`config.mk`:
```
export PLATFORM = sky130hd
export DESIGN_NAME = quick_rs232_rx
export DESIGN_NICKNAME = d
export VERILOG_FILES = /design/src/rtl/quick_rs232_pkg.sv /design/src/rtl/quick_rs232_rx_fifo.sv /design/src/rtl/quick_rs232_rx.sv
export SDC_FILE = /design/constraint.sdc
export NUM_CORES = 1
export LEC_CHECK = 0
export ABC_AREA = 0
export BUFFER_PORTS_ARGS = -buffer_cell sky130_fd_sc_hd__buf_2
export CELL_PAD_IN_SITES_DETAIL_PLACEMENT = 1
export CELL_PAD_IN_SITES_GLOBAL_PLACEMENT = 2
export CORE_UTILIZATION = 50
export DETAILED_ROUTE_END_ITERATION = 6
export GPL_TIMING_DRIVEN = 0
export PLACE_DENSITY_LB_ADDON = 0.1
export REMOVE_ABC_BUFFERS = 1
export SYNTH_ARGS = -nofsm -noshare
export SYNTH_HDL_FRONTEND = slang
export SYNTH_SLANG_ARGS = --single-unit
```
`constraint.sdc`:
```
create_clock -name clk -period 7.1 [get_ports clk]
set_input_delay 0.355 -clock clk [delete_from_list [all_inputs] [get_ports clk]]
set_output_delay 0.355 -clock clk [all_outputs]
set_load 0.05 [all_outputs]
```
`src/rtl/quick_rs232_pkg.sv`:
```
// Shared constants and types for the quick_rs232 receive engine.
package quick_rs232_pkg;

    localparam int PARITY_NONE = 0;
    localparam int PARITY_EVEN = 1;
    localparam int PARITY_ODD  = 2;

    typedef enum logic [2:0] {
        S_IDLE,
        S_START,
        S_DATA,
        S_PARITY,
        S_STOP,
        S_WAIT_IDLE
    } rx_state_e;

    function automatic logic majority3(input logic a, input logic b, input logic c);
        return (a & b) | (a & c) | (b & c);
    endfunction

endpackage

```
`src/rtl/quick_rs232_rx_fifo.sv`:
```
// First-word-fall-through FIFO with occupancy count; a pop frees room for a same-cycle push.
module quick_rs232_rx_fifo #(
    parameter  int WIDTH = 8,
    parameter  int DEPTH = 16,
    localparam int AW    = $clog2(DEPTH),
    localparam int CW    = AW + 1
) (
    input  logic             clk_i,
    input  logic             rst_i,
    input  logic             push_i,
    input  logic [WIDTH-1:0] data_i,
    input  logic             pop_i,
    output logic [WIDTH-1:0] data_o,
    output logic             valid_o,
    output logic [CW-1:0]    count_o,
    output logic [CW-1:0]    count_next_o,
    output logic             push_ok_o
);

    logic [WIDTH-1:0] mem_q [DEPTH];
    logic [AW-1:0]    wr_ptr_q;
    logic [AW-1:0]    rd_ptr_q;
    logic [CW-1:0]    count_q;
    logic [CW-1:0]    count_d;
    logic             empty;
    logic             full;
    logic             do_push;
    logic             do_pop;

    assign empty   = (count_q == '0);
    assign full    = (count_q == CW'(DEPTH));
    assign do_pop  = pop_i & ~empty;
    assign do_push = push_i & (~full | do_pop);

    always_comb begin
        count_d = count_q;
        if (do_push && !do_pop) begin
            count_d = count_q + CW'(1);
        end else if (!do_push && do_pop) begin
            count_d = count_q - CW'(1);
        end
    end

    always_ff @(posedge clk_i or posedge rst_i) begin
        if (rst_i) begin
            wr_ptr_q <= '0;
            rd_ptr_q <= '0;
            count_q  <= '0;
        end else begin
            if (do_push) wr_ptr_q <= wr_ptr_q + AW'(1);
            if (do_pop)  rd_ptr_q <= rd_ptr_q + AW'(1);
            count_q <= count_d;
        end
    end

    // Storage carries no reset; the output is forced to zero while empty.
    always_ff @(posedge clk_i) begin
        if (do_push) mem_q[wr_ptr_q] <= data_i;
    end

    assign valid_o      = ~empty;
    assign data_o       = empty ? '0 : mem_q[rd_ptr_q];
    assign count_o      = count_q;
    assign count_next_o = count_d;
    assign push_ok_o    = do_push;

endmodule

```
`src/rtl/quick_rs232_rx.sv`:
```
// RS-232 receiver: synchroniser, 3-sample majority bit recovery, frame FSM,
// sticky error flags, FWFT receive FIFO and threshold CTS.
module quick_rs232_rx
    import quick_rs232_pkg::*;
#(
    parameter  int CLK_TICKS_PER_RS232_BIT = 434,
    parameter  int BYTE_LEN                = 8,
    parameter  int PARITY                  = 1,
    parameter  int STOP_BITS               = 1,
    parameter  int FIFO_DEPTH              = 16,
    parameter  int FLOW_CONTROL            = 1,
    parameter  int FLOW_THRESHOLD          = 12,
    localparam int CW                      = $clog2(FIFO_DEPTH) + 1
) (
    input  logic                clk,
    input  logic                rst,
    input  logic                rx,
    output logic                cts,
    input  logic                rx_read,
    output logic [BYTE_LEN-1:0] rx_data,
    output logic                rx_valid,
    output logic [CW-1:0]       rx_count,
    output logic                rx_byte_received,
    output logic                rx_parity_err,
    output logic                rx_frame_err,
    output logic                rx_overrun,
    output logic                rx_err,
    input  logic                rx_err_clear
);

    localparam int TPB = CLK_TICKS_PER_RS232_BIT;
    localparam int H   = TPB / 2;
    localparam int TW  = $clog2(TPB);

    logic                rx_meta_q, rx_s_q, rx_s_prev_q, rd_prev_q;
    rx_state_e           state_q;
    logic [TW-1:0]       tick_q;
    logic [3:0]          bit_cnt_q;
    logic                stop_cnt_q;
    logic [1:0]          samp_q;
    logic [BYTE_LEN-1:0] shift_q;
    logic                par_acc_q, par_bad_q, stop_bad_q;

    logic                tick_end, at_s0, at_s1, at_mid, maj, start_edge, last_stop;
    logic                par_x, par_bit_bad, stop_bad_now;
    logic                frame_end, frame_good, par_set, frm_set, ovr_set;
    logic                pop_req, push_ok;
    logic [CW-1:0]       count_next;

    logic                par_err_q, frm_err_q, ovr_q, byte_rx_q, cts_q;
    logic                par_err_d, frm_err_d, ovr_d, cts_d;

    always_ff @(posedge clk or posedge rst) begin
        if (rst) begin
            rx_meta_q   <= 1'b1;
            rx_s_q      <= 1'b1;
            rx_s_prev_q <= 1'b1;
            rd_prev_q   <= 1'b0;
        end else begin
            rx_meta_q   <= rx;
            rx_s_q      <= rx_meta_q;
            rx_s_prev_q <= rx_s_q;
            rd_prev_q   <= rx_read;
        end
    end

    assign tick_end     = (tick_q == TW'(TPB - 1));
    assign at_s0        = (tick_q == TW'(H - 1));
    assign at_s1        = (tick_q == TW'(H));
    assign at_mid       = (tick_q == TW'(H + 1));
    assign maj          = majority3(samp_q[0], samp_q[1], rx_s_q);
    assign start_edge   = rx_s_prev_q & ~rx_s_q;
    assign last_stop    = (stop_cnt_q == 1'(STOP_BITS - 1));
    assign par_x        = par_acc_q ^ maj;
    assign par_bit_bad  = (PARITY == PARITY_ODD) ? ~par_x : par_x;
    assign stop_bad_now = stop_bad_q | ~maj;

    // Whole frame is judged once, at the majority point of the last stop bit.
    assign frame_end  = (state_q == S_STOP) && at_mid && last_stop;
    assign frame_good = frame_end & ~stop_bad_now & ~par_bad_q;
    assign par_set    = frame_end & par_bad_q;
    assign frm_set    = frame_end & stop_bad_now;
    assign ovr_set    = frame_good & ~push_ok;

    always_ff @(posedge clk or posedge rst) begin
        if (rst) begin
            state_q    <= S_IDLE;
            tick_q     <= '0;
            bit_cnt_q  <= '0;
            stop_cnt_q <= 1'b0;
            samp_q     <= 2'b11;
            shift_q    <= '0;
            par_acc_q  <= 1'b0;
            par_bad_q  <= 1'b0;
            stop_bad_q <= 1'b0;
        end else begin
            if (at_s0) samp_q[0] <= rx_s_q;
            if (at_s1) samp_q[1] <= rx_s_q;
            if (state_q != S_IDLE && state_q != S_WAIT_IDLE) begin
                tick_q <= tick_end ? '0 : tick_q + TW'(1);
            end
            case (state_q)
                S_IDLE: begin
                    if (start_edge) begin
                        state_q <= S_START;
                        tick_q  <= '0;
                    end
                end
                S_START: begin
                    if (at_mid && maj) begin
                        state_q <= S_IDLE;
                    end else if (tick_end) begin
                        state_q   <= S_DATA;
                        bit_cnt_q <= '0;
                        par_acc_q <= 1'b0;
                    end
                end
                S_DATA: begin
                    if (at_mid) begin
                        shift_q   <= {maj, shift_q[BYTE_LEN-1:1]};
                        par_acc_q <= par_acc_q ^ maj;
                    end
                    if (tick_end) begin
                        if (bit_cnt_q == 4'(BYTE_LEN - 1)) begin
                            state_q    <= (PARITY == PARITY_NONE) ? S_STOP : S_PARITY;
                            stop_cnt_q <= 1'b0;
                            stop_bad_q <= 1'b0;
                            par_bad_q  <= 1'b0;
                        end else begin
                            bit_cnt_q <= bit_cnt_q + 4'd1;
                        end
                    end
                end
                S_PARITY: begin
                    if (at_mid)   par_bad_q <= par_bit_bad;
                    if (tick_end) state_q   <= S_STOP;
                end
                S_STOP: begin
                    if (at_mid) begin
                        stop_bad_q <= stop_bad_now;
                        if (last_stop) state_q <= stop_bad_now ? S_WAIT_IDLE : S_IDLE;
                    end else if (tick_end) begin
                        stop_cnt_q <= stop_cnt_q + 1'b1;
                    end
                end
                S_WAIT_IDLE: begin
                    if (rx_s_q) state_q <= S_IDLE;
                end
                default: state_q <= S_IDLE;
            endcase
        end
    end

    assign pop_req = rx_read & ~rd_prev_q;

    quick_rs232_rx_fifo #(
        .WIDTH (BYTE_LEN),
        .DEPTH (FIFO_DEPTH)
    ) u_fifo (
        .clk_i        (clk),
        .rst_i        (rst),
        .push_i       (frame_good),
        .data_i       (shift_q),
        .pop_i        (pop_req),
        .data_o       (rx_data),
        .valid_o      (rx_valid),
        .count_o      (rx_count),
        .count_next_o (count_next),
        .push_ok_o    (push_ok)
    );

    always_comb begin
        par_err_d = par_err_q | par_set;
        frm_err_d = frm_err_q | frm_set;
        ovr_d     = ovr_q | ovr_set;
        if (rx_err_clear) begin
            par_err_d = 1'b0;
            frm_err_d = 1'b0;
            ovr_d     = 1'b0;
        end
        cts_d = (FLOW_CONTROL == 0) ? 1'b1 : (count_next < CW'(FLOW_THRESHOLD));
    end

    always_ff @(posedge clk or posedge rst) begin
        if (rst) begin
            par_err_q <= 1'b0;
            frm_err_q <= 1'b0;
            ovr_q     <= 1'b0;
            byte_rx_q <= 1'b0;
            cts_q     <= 1'b0;
        end else begin
            par_err_q <= par_err_d;
            frm_err_q <= frm_err_d;
            ovr_q     <= ovr_d;
            byte_rx_q <= push_ok;
            cts_q     <= cts_d;
        end
    end

    assign rx_parity_err    = par_err_q;
    assign rx_frame_err     = frm_err_q;
    assign rx_overrun       = ovr_q;
    assign rx_err           = par_err_q | frm_err_q | ovr_q;
    assign rx_byte_received = byte_rx_q;
    assign cts              = cts_q;

endmodule
```
Word-level counts from Yosys, hierarchy flattened
Memory sizes are Yosys's and may differ from the RTL's.
Cells that the tools add are included.
- add/sub/neg operators: 7
- muxes and demuxes: 40
- reduce and logical (&&, ||, !) cells: 21
- bitwise operators: 31
- order comparisons: 1
- equal/unequal tests: 27
- operators with widths (operator ; number):
    9-bit 2-to-1 mux ; 4
    3-bit 2-to-1 mux ; 10
    2-bit inequality test (second input constant) ; 14
    9-bit by 8-bit == test with 1-bit output (second input constant) ; 3
    3-bit one-hot mux with 6 select lines ; 1
    4-bit 2-to-1 mux ; 4
    1-bit 2-to-1 mux ; 13
    4-bit by 1-bit adder with 4-bit output (second input constant) ; 3
    1-bit AND ; 12
    4-bit AND reduction ; 3
    5-bit 2-to-1 mux ; 2
    5-bit AND reduction ; 2
    9-bit by 1-bit adder with 9-bit output (second input constant) ; 1
    9-bit == test (second input constant) ; 1
    1-bit NOT ; 9
    1-bit OR ; 9
    8-bit 2-to-1 mux ; 1
    1-bit one-hot mux with 2 select lines ; 4
    4-bit one-hot mux with 2 select lines ; 1
    8-bit AND reduction ; 1
    3-bit by 2-bit == test with 1-bit output (second input constant) ; 2
    3-bit == test (second input constant) ; 2
    1-bit logical AND ; 6
    3-bit inequality test (second input constant) ; 2
    14 further kinds ; 17
- word-level logic and storage cells: 150
- memories kept: 1
- input bits: 5
- memory bits (writable): 128
- output and inout bits: 20
- register bits: 52
- memories (name ; depth ; bits a word ; read ports ; clocked after Yosys merged registers in ; wr ports ; RTL line ; text):
    u_fifo.mem_q ; 16 ; 8 ; 1 ; 0 ; 1 ; quick_rs232_rx_fifo.sv:20 ; logic [WIDTH-1:0] mem_q [DEPTH];

Longest topological paths before layout
Gate-level depths: netlist of the first run.
- depth after elaboration: 14
- depth in mapped cells: 9
- gate-level depth less buffers: 8

By module
From an unflattened synthesis of the first run, not the netlist that was laid out.
- cells, all modules: 482
- area, all modules: 7707.4 um2
- modules (own cells, without submodules) (module ; cells an instance ; seq. area each (um2) ; times used ; area an instance (um2)):
    quick_rs232_rx_fifo ; 295 ; 4169.0 ; 1 ; 5714.2
    quick_rs232_rx ; 187 ; 982.2 ; 1 ; 1993.2

Worst setup path before layout of the first run
No wires, ideal clock.
- kind: register to register
- from: register tick_q[0]
- to: memory u_fifo.mem_q[3][0], enable pin
- slack: 4.325 ns
- stages on the path, launching flop included: 9
- period minus slack after synthesis: 2.775 ns
- arrival time: 2.391 ns
- setup time: 0.383 ns
- path buffers: 1
- data required time: 6.717 ns
- cell sequence: dfrtp_1 inv_1 ha_1 nor4bb_1 nor2b_1 and4_1 buf_2 nand2_1 nor3_1
- longest elaborated chain between the ends: 8
- RTL lines (item ; RTL line ; text):
    start, declared ; quick_rs232_rx.sv:37 ; logic [TW-1:0] tick_q;
    start signal, assigned ; quick_rs232_rx.sv:100 ; tick_q <= tick_end ? '0 : tick_q + TW'(1);
    9-bit by 8-bit == test with 1-bit output ; quick_rs232_rx.sv:70 ; assign at_mid = (tick_q == TW'(H + 1));
    1-bit logical AND (2 in series) ; quick_rs232_rx.sv:79 ; assign frame_end = (state_q == S_STOP) && at_mid && last_stop;
    1-bit AND (2 in series) ; quick_rs232_rx.sv:80 ; assign frame_good = frame_end & ~stop_bad_now & ~par_bad_q;
    1-bit AND ; quick_rs232_rx_fifo.sv:33 ; assign do_push = push_i & (~full | do_pop);
    named net push_ok ; quick_rs232_rx.sv:47 ; logic pop_req, push_ok;
    1-bit 2-to-1 mux ; quick_rs232_rx_fifo.sv:58 ; if (do_push) mem_q[wr_ptr_q] <= data_i;
    1-bit 2-to-1 mux (not written as such) ; quick_rs232_rx_fifo.sv:58 ;
    end, declared ; quick_rs232_rx_fifo.sv:20 ;
The timed path passes the listed nets, and every way through them passes these cells.

Worst setup path after layout of the first run
- from: register tick_q[0]
- to: memory u_fifo.mem_q[11][4], enable pin
- longest elaborated chain between the ends: 8
- RTL lines (item ; RTL line):
    9-bit by 8-bit == test with 1-bit output ; quick_rs232_rx.sv:70
    1-bit logical AND (2 in series) ; quick_rs232_rx.sv:79
    1-bit AND (2 in series) ; quick_rs232_rx.sv:80
    1-bit AND ; quick_rs232_rx_fifo.sv:33
    1-bit 2-to-1 mux ; quick_rs232_rx_fifo.sv:58
    1-bit 2-to-1 mux (not written as such) ; quick_rs232_rx_fifo.sv:58
Every way passes these cells.

==> results_dict.tcl, run 1 <==
set metrics [dict create \
    nets 526 \
    crit_path_end_kind "flip-flop" \
    crit_slowest_cell "nor2_1" \
    crit_cells 7 \
    syn_to_final_growth_pct 12.2 \
    tightest_slew_ns 1.08 \
    ir_drop_uv 192 \
    fin_skew_ns 0.00960 \
    grt_overflow_total 0 \
    synthFlopType "edfxtp_1" \
    synth-async-reset-ratio 0.289 \
    cp_max_fo 10 \
    core.rowCount 44 \
    drtIter0Drc 342 \
    yosys-top-cells-area "edfxtp_1 50%, dfrtp_1 15%, mux4_2 12%, ha_1 2.1%, nor2_1 1.8%" \
    dieArea_um2 15900 \
    cp.arrival_ns 3.56 \
    fillers 1376 \
    layout-drive-gt1-share 0.248 \
    period_share 0.496 \
    drv_slew 0 \
    ant_nets 0 \
    netlist_area_um2 7680 \
    synthCells 478 \
    portBuffers 24 \
    hold_viol 0 \
    crit_family "simple AND/OR/NAND/NOR gates" \
    initial_core_util 0.520 \
    grt_pass1_vias 4554 \
    drt_wl_total_um 15700 \
    grt_start_max_net_pins 36 \
    cp.buffers_inverters 1 \
    synth_seq_cells 180 \
    min_path_type "in -> reg" \
    design_area_um2 8610 \
    die_w_um 126 \
    max_slew_margin 0.278 \
    hold_path.startpoint "rx" \
    seq_area_frac_synth 0.671 \
    clock_latency_ns 0.43 \
    core_area_um2 14800 \
    place.gp.congestion 0.746 \
    powerDensity_nw_per_um2 318 \
    wire_per_inst_um 22.3 \
    status "finished, final reports clean" \
    vias 4154 \
    worstPathCellList "inv_1, ha_1, nor4bb_1, nor2b_1, and4_1, nand2_1, nor2_1" \
    cts_buffer_depth 2 \
    synth_edf_count 128 \
    globalRouteTotalUtil 0.218 \
    setup_tns_ns 0 \
    crit_type "reg -> reg" \
    dr.pass1.iters 7 \
    fin_crit_ns 3.52 \
    r2r_end "u_fifo.mem_q[11][4]$_DFFE_PP_" \
    critPathLaunchType "flip-flop" \
    drc_errors 0 \
    die_h_um 126 \
    worst_ep_required_time_ns 7.14 \
    regToRegStartpoint "tick_q[0]$_DFF_PP0_" \
    viasPerCell 5.89 \
    r2r_setup_slack_ns 3.58 \
    rsz0062_at_grt "false" \
    fmax_mhz 284 \
    tritoncts "done" \
    antenna_found_initial 0 \
    cap_violations 0 \
    place_hpwl_um 10600 \
    yosysWarnings 0 \
    cts_root_buf "clkbuf_16" \
    post-route-util 0.584 \
    yosysTopAreaCellShare 0.501 \
    cp_slowest_stage_delay_ns 0.82 \
    cts_buffers 17 \
    synth_cell_type_count 57 \
    clkTransAtPathRegs_ns 0.06 \
    yosysTopAreaCell "edfxtp_1" \
    setup_viol 0 \
    clock-sinks 180 \
    io_pins 25 \
    num_antenna_cells 0 \
    placed_area_um2 8030 \
    htreeDepth 4 \
    hold_depth 1 \
    leakage_nw 3.47 \
    hold_end "rx_meta_q$_DFF_PP1_" \
    grt_pass1_wl_um 25400 \
    reg2regPathDepth 7 \
    syn_avg_cell_area_um2 16.1 \
]
[flip-flops by register name (all words and copies together) (netlist names), 2 cells and up]
register	flops
u_fifo.count_o	5
tick_q	9
bit_cnt_q	4
shift_q	8
samp_q	2
u_fifo.rd_ptr_q	4
u_fifo.mem_q	128
state_q	3
u_fifo.wr_ptr_q	4
[where the power goes]
group	leakage (nW)	switching, mW	total (mW)	internal (mW)
registers	2.15	0.167	1.33	1.17
clock network	0.283	0.378	0.914	0.537
logic	1.04	0.259	0.491	0.232
total	3.47	0.803	2.74	1.94
[through the flow]
step / hold slack [ns] / worst slack, ns / instances / power [mW]
global route: 0.00773 / 3.28 / 705 / 2.86
finish: 0.0265 / 3.58 / 705 / 2.74
global placement: 0.351 / 3.21 / 669 / 1.83
detailed placement: 0.350 / 3.53 / 672 / 1.86
CTS: 0.00496 / 3.49 / 705 / 2.77
floorplan: 0.345 / 3.88 / 461 / 1.70
[what timing repair did]
item / CTS / global route
endpoints found under the setup margin: 0 / 0
resized for setup: 0 / 0
endpoints found under the hold margin: 14 / 0
buffers inserted: 0 / 0
hold buffers: 1 / 0
[worst max path at each step]
stage,from,to,slack [ns]
CTS,tick_q[0]$_DFF_PP0_,u_fifo.mem_q[9][4]$_DFFE_PP_,3.49
global placement,tick_q[0]$_DFF_PP0_,u_fifo.mem_q[3][7]$_DFFE_PP_,3.21
global route,tick_q[0]$_DFF_PP0_,u_fifo.mem_q[10][4]$_DFFE_PP_,3.28
detailed placement,tick_q[0]$_DFF_PP0_,u_fifo.mem_q[10][7]$_DFFE_PP_,3.53
finish,tick_q[0]$_DFF_PP0_,u_fifo.mem_q[11][4]$_DFFE_PP_,3.58
floorplan,u_fifo.rd_ptr_q[0]$_DFFE_PP0P_,rx_data[0],3.88
[final cells by class]
type                       instances  area (um^2)  share of cell area
inverter                          16         60.1             0.00697
clock buffer                      23          468              0.0543
clock inverter                     9          105              0.0122
timing repair buffer              28          178              0.0206
sequential                       180         5150               0.598
multi-input combinational        265         2420               0.281
tap                              184          230              0.0267
[cell families (layout without fill, tap and decap cells)]
kind of cell,after synthesis,after routing,synth area share
compound gates,48,48,0.0406
xor+xnor,17,17,0.0213
fa+ha+maj,14,14,0.0225
buf+inv,33,76,0.0178
flops,180,180,0.671
mux,52,52,0.135
simple gates,134,134,0.0921
[cell usage in the layout (no fill, tap or decap), types with 3 or more instances in the layout]
master and count:
dfrtp_1 45, nand2_1 36, o211ai_1 3, clkbuf_16 17
or3_1 3, a21oi_1 11, clkinv_2 3, ha_1 13
dfstp_2 5, a31oi_1 3, nand2b_1 5, edfxtp_1 128
mux2_2 12, nand3_1 7, buf_2 24, nor2b_1 3
nand4_1 3, nor3_2 4, o21ai_0 15, inv_1 15
xor2_1 6, nor4bb_1 3, and2_1 9, xnor2_1 9
nor3_1 5, clkbuf_1 4, nor2_1 37, mux4_2 40
[worst reg2reg max path, delay by kind of cell, from the launching register on]
family,cells,cell delay (ns)
buf+inv,1,0.11
flops,1,0.44
fa+ha+maj,1,0.21
simple gates,5,2.39
[cells in the mapped netlist, types with 2 or more instances]
cell      number
edfxtp_1     128
dfrtp_1       47
mux4_2        40
nor2_1        37
nand2_1       36
inv_1         16
o21ai_0       15
ha_1          13
mux2_2        12
a21oi_1       11
and2_1         9
nor3_1         9
xnor2_1        9
clkbuf_1       8
nand3_1        7
xor2_1         6
dfstp_2        5
nand2b_1       5
buf_1          4
buf_2          4
a31oi_1        3
nand4_1        3
nor2b_1        3
nor4bb_1       3
o211ai_1       3
or3_1          3
a22o_1         2
a22oi_1        2
and3_1         2
and4_1         2
nand4b_1       2
o21a_1         2
o221ai_1       2
xnor2_2        2
[routing by layer]
layer / wire length [um] / GRT usage
met4: 139 / 0.0609
met2: 8440 / 0.386
met3: 473 / 0.0497
met1: 6670 / 0.268
met5: 0 / 0
No activity file was read; power rests on OpenSTA's default activity.
==> inputs of run 2 (changes only) <==
--- a/config.mk
+++ b/config.mk
@@ -9,7 +9,7 @@
 export BUFFER_PORTS_ARGS = -buffer_cell sky130_fd_sc_hd__buf_2
 export CELL_PAD_IN_SITES_DETAIL_PLACEMENT = 1
 export CELL_PAD_IN_SITES_GLOBAL_PLACEMENT = 2
-export CORE_UTILIZATION = 50
+export CORE_UTILIZATION = 42
 export DETAILED_ROUTE_END_ITERATION = 6
 export GPL_TIMING_DRIVEN = 0
 export PLACE_DENSITY_LB_ADDON = 0.1
==> constraint.sdc (replaced) <==
create_clock -name clk -period 3.2 [get_ports clk]
set_input_delay 0.16 -clock clk [delete_from_list [all_inputs] [get_ports clk]]
set_output_delay 0.16 -clock clk [all_outputs]
set_load 0.05 [all_outputs]
==> results_dict.tcl, run 2 (synthesis results as in run 1) <==
set metrics [dict create \
    status "finished, final reports clean" \
    grt_pass1_vias 4280 \
    portBuffers 24 \
    top_regs "u_fifo.mem_q: 128 flops, tick_q: 9 flops, shift_q: 8 flops" \
    vias 4059 \
    min_path_type "in -> async" \
    clkTransAtPathRegs_ns 0.07 \
    tightest_slew_ns 0.916 \
    fillers 1735 \
    place_hpwl_um 10900 \
    met3_usage 0.0375 \
    fin_crit_ns 3.07 \
    crit_type "reg -> reg" \
    drv_slew 0 \
    largest_reg_flops 128 \
    max_slew_margin 0.389 \
    design_area_um2 8890 \
    fmax_mhz 325 \
    worst_ep_required_time_ns 3.25 \
    grt_pass1_wl_um 24400 \
    mostFrequentLayoutCell "edfxtp_1" \
    clock_latency_ns 0.42 \
    grt_start_max_net_pins 36 \
    syn_to_final_growth_pct 15.8 \
    drtIter0Drc 208 \
    globalRouteTotalUtil 0.180 \
    layout-drive-gt1-share 0.285 \
    grt_use_met2 0.313 \
    powerDensity_nw_per_um2 696 \
    layout_common_cells "128 x edfxtp_1, 45 x dfrtp_1, 40 x mux4_2" \
    fin_total_pwr_mw 6.19 \
    htreeDepth 4 \
    die_w_um 137 \
    antenna_found_initial 0 \
    io_pins 25 \
    top_usage_layer "met2" \
    drt_wl_total_um 15600 \
    nets 534 \
    ant_nets 0 \
    dr.pass1.iters 6 \
    whs_ns 0.346 \
    grt_overflow_total 0 \
    clock-sinks 180 \
    core.rowCount 49 \
    hold_viol 0 \
    placed_area_um2 8090 \
    setup_viol 0 \
    critPathLaunchType "flip-flop" \
    ir_drop_uv 697 \
    dieArea_um2 18800 \
    leakage_nw 3.50 \
    largest_register "u_fifo.mem_q" \
    die_h_um 137 \
    fin_skew_ns 0.0142 \
    wire_per_inst_um 20.6 \
    period_share 0.960 \
    rsz0062_at_grt "true" \
    cp.arrival_ns 3.13 \
    drc_errors 0 \
    cts_root_buf "clkbuf_16" \
    cp_max_fo 10 \
    gr-usage-met1 0.226 \
    tritoncts "done" \
    core_area_um2 18000 \
    num_antenna_cells 0 \
    cap_violations 0 \
    place.gp.congestion 0.745 \
    cts_buffers 17 \
    cts_buffer_depth 2 \
    crit_path_end_kind "flip-flop" \
    initial_core_util 0.427 \
    viasPerCell 5.35 \
]
-- run 2: changes by cell type in the layout (fill, tap and decap cells not counted), sizes merged --
cell and change:
dlygate4sd3 +3, clkinv -1, inv +3, bufinv +1
clkinvlp +2, clkbuf -5, buf +5
-- run 2: worst max-delay path, stage by stage (launching register included) --
cell      delay (ns)
dfrtp_1         0.44
inv_1           0.10
ha_1            0.23
nor4bb_2        0.39
nor2b_2         0.32
and4_2          0.43
nand2_1         0.29
nor2_2          0.49
-- run 2: cell type report --
type	count	area, um^2	share of cell area
Timing Repair Buffer	36	270	0.0304
Sequential cell	180	5150	0.580
Clock buffer	18	429	0.0483
Inverter	16	60.1	0.00676
Tap cell	229	287	0.0322
Clock inverter	14	176	0.0198
Multi-Input combinational cell	265	2510	0.283
-- run 2: routing by layer --
metal  wire [um]  up-vias
li1            -     1899
met1        6800     2110
met2        8290       41
met3         381        9
met4         121        0
met5           0        -
-- run 2: path summary, 6_finish.rpt --
| path | start | to | slack [ns] | cells after the start |
|---|---|---|---|---|
| min | rst | u_fifo.wr_ptr_q[2]$_DFFE_PP0P_ | 0.35 | 3 |
| min in group clk | rx_meta_q$_DFF_PP1_ | rx_s_q$_DFF_PP1_ | 0.36 | 0 |
| max in group asynchronous | rst | rx_s_prev_q$_DFF_PP1_ | 2.24 | 4 |
| max | tick_q[0]$_DFF_PP0_ | u_fifo.mem_q[7][3]$_DFFE_PP_ | 0.13 | 7 |
| max reg2reg | tick_q[0]$_DFF_PP0_ | u_fifo.mem_q[7][3]$_DFFE_PP_ | 0.13 | 7 |
| min reg2reg | rx_meta_q$_DFF_PP1_ | rx_s_q$_DFF_PP1_ | 0.36 | 0 |
-- run 2: what timing repair did --
action,4_1_cts,5_1_grt
endpoints found under the setup margin,128,102
pin swaps,0,2
hold buffers,4,0
setup buffers,0,3
hold endpoints to repair,27,0
gates resized for setup,18,9
-- run 2: report_power, final --
group | switching, mW | total [mW] | internal, mW | leakage [nW]
registers | 0.349 | 2.94 | 2.59 | 2.15
logic | 0.595 | 1.12 | 0.522 | 1.06
clock network | 0.890 | 2.13 | 1.24 | 0.289
total | 1.83 | 6.19 | 4.35 | 3.50
-- run 2: metrics by stage --
step	std cells	worst slack, ns	TNS, ns	utilization
after floorplan	461	0.178	0	-
after global placement	714	-0.766	-50.91	0.446
after detailed placement	719	-0.557	-43.67	0.450
after CTS	755	-0.0173	-0.129	0.490
after global routing	758	-0.0961	-1.88	0.495
final	758	0.127	0	0.495
==> inputs of run 3 (changes only) <==
--- a/config.mk
+++ b/config.mk
@@ -12,7 +12,8 @@
 export CORE_UTILIZATION = 42
 export DETAILED_ROUTE_END_ITERATION = 6
 export GPL_TIMING_DRIVEN = 0
-export PLACE_DENSITY_LB_ADDON = 0.1
+export MAX_ROUTING_LAYER = met4
+export PLACE_DENSITY_LB_ADDON = 0.25
 export REMOVE_ABC_BUFFERS = 1
 export SYNTH_ARGS = -nofsm -noshare
 export SYNTH_HDL_FRONTEND = slang
==> results_dict.tcl, run 3 (synthesis results as in run 1) <==
set metrics [dict create \
    grt_pass1_vias 4461 \
    antenna_found_initial 0 \
    core_area_um2 18000 \
    powerDensity_nw_per_um2 671 \
    gr-usage-met1 0.232 \
    mostFrequentLayoutCell "edfxtp_1" \
    seqPwrFrac 0.489 \
    place.gp.congestion 0.774 \
    post-route-util 0.505 \
    period_share 0.955 \
    wire_per_inst_um 21.0 \
    grt_use_met2 0.321 \
    initial_core_util 0.427 \
    die_w_um 137 \
    clockPowerShare 0.333 \
    setup_viol 0 \
    io_pins 25 \
    clock_latency_ns 0.44 \
    crit_type "reg -> reg" \
    drv_slew 0 \
    max_slew_margin 0.406 \
    hold_viol 0 \
    drt_wl_total_um 16100 \
    placed_area_um2 8090 \
    syn_to_final_growth_pct 18.2 \
    largest_reg_flops 128 \
    cts_root_buf "clkbuf_16" \
    vias 4184 \
    cts_buffer_depth 2 \
    top_usage_layer "met2" \
    met3_usage 0.0390 \
    layout-drive-gt1-share 0.301 \
    largest_register "u_fifo.mem_q" \
    leakage_nw 3.57 \
    layout_common_cells "128 x edfxtp_1, 45 x dfrtp_1, 40 x mux4_2" \
    top_regs "u_fifo.mem_q: 128 flops, tick_q: 9 flops, shift_q: 8 flops" \
    grt_start_max_net_pins 36 \
    whs_ns 0.275 \
    critPathLaunchType "flip-flop" \
    power.switching_mw 1.94 \
    clock-sinks 180 \
    min_path_type "in -> async" \
    clkTransAtPathRegs_ns 0.08 \
    dieArea_um2 18800 \
    num_antenna_cells 0 \
    viasPerCell 5.46 \
    place_hpwl_um 10500 \
    core.rowCount 49 \
    die_h_um 137 \
    dr.pass1.iters 4 \
    fin_crit_ns 3.06 \
    portBuffers 24 \
    tightest_slew_ns 0.891 \
    p_sw_frac 0.318 \
    ant_nets 0 \
    htreeDepth 4 \
    cp_max_fo 10 \
    tritoncts "done" \
    crit_path_end_kind "flip-flop" \
    cap_violations 0 \
    status "finished, final reports clean" \
    nets 543 \
    drtIter0Drc 152 \
    grt_overflow_total 0 \
    globalRouteTotalUtil 0.192 \
    cts_buffers 17 \
    design_area_um2 9070 \
    grt_pass1_wl_um 25100 \
    p_comb_frac 0.178 \
    fin_skew_ns 0.0176 \
    rsz0062_at_grt "true" \
    drc_errors 0 \
    internal_power_mw 4.15 \
    ir_drop_uv 423 \
    fmax_mhz 327 \
    worst_ep_required_time_ns 3.35 \
    cp.arrival_ns 3.21 \
]
run 3: cell count changes in the layout (fill, tap and decap cells not counted), sizes merged:
cell	before	now
clkinv	5	6
clkbuf	18	17
bufinv	3	0
buf	32	41
inv	20	23
run 3: power by group through the flow:
| stage | sequential (mW) | combinational [mW] | clock (mW) |
|---|---|---|---|
| floorplan | 3.08 | 0.689 | 0 |
| global placement | 3.09 | 0.980 | 0 |
| detailed placement | 3.03 | 1.09 | 0 |
| CTS | 2.98 | 1.11 | 2.08 |
| global route | 3.02 | 1.19 | 2.16 |
| finish | 2.98 | 1.08 | 2.03 |
run 3: through the flow:
| stage | setup slack [ns] | setup TNS, ns | power, mW | cells |
|---|---|---|---|---|
| floorplan | 0.178 | 0 | 3.77 | 461 |
| global placement | -0.767 | -44.38 | 4.07 | 714 |
| detailed placement | -0.381 | -36.42 | 4.12 | 717 |
| CTS | 0.0253 | 0 | 6.17 | 759 |
| global route | -0.0999 | -1.72 | 6.37 | 767 |
| finish | 0.143 | 0 | 6.09 | 767 |
run 3: worst paths after layout:
check,startpoint,to,slack [ns],cells after the start
max in group asynchronous,rst,samp_q[0]$_DFFE_PP1N_,2.30,4
worst min register to register,rx_meta_q$_DFF_PP1_,rx_s_q$_DFF_PP1_,0.36,0
worst min-delay path,rst,state_q[0]$_DFFE_PP0P_,0.27,3
worst max-delay path,tick_q[0]$_DFF_PP0_,u_fifo.mem_q[0][2]$_DFFE_PP_,0.14,8
worst max register to register,tick_q[0]$_DFF_PP0_,u_fifo.mem_q[0][2]$_DFFE_PP_,0.14,8
min in group clk,rx_meta_q$_DFF_PP1_,rx_s_q$_DFF_PP1_,0.36,0
run 3: worst max-delay path, stage by stage (launching register included):
cell and delay (ns):
dfrtp_1 0.45, inv_1 0.11, ha_1 0.21, nor4bb_1 0.40, nor2b_2 0.33, and4_2 0.42
nand2_1 0.32, nor3_4 0.35, buf_4 0.18
run 3: timing repair:
item,in CTS,in global routing
pin swaps,4,8
endpoints found under the hold margin,21,0
hold buffers,4,0
cloned,0,0
setup buffers,6,8
gates resized for setup,29,2
setup endpoints to repair,128,134
run 3: per-layer routing:
layer / share of wire / vias up
li1: - / 1929
met1: 0.44 / 2200
met2: 0.53 / 43
met3: 0.021 / 12
met4: 0.0093 / 0
met5: 0 / -
run 3: final cells by class:
cell class	count	area [um^2]
repair buffers	45	450
clock buffers	17	425
multi-input cells	265	2540
flip-flops and latches	180	5160
clock inverters	15	160
fillers	1711	8890
well taps	229	287
inverters	16	60.1
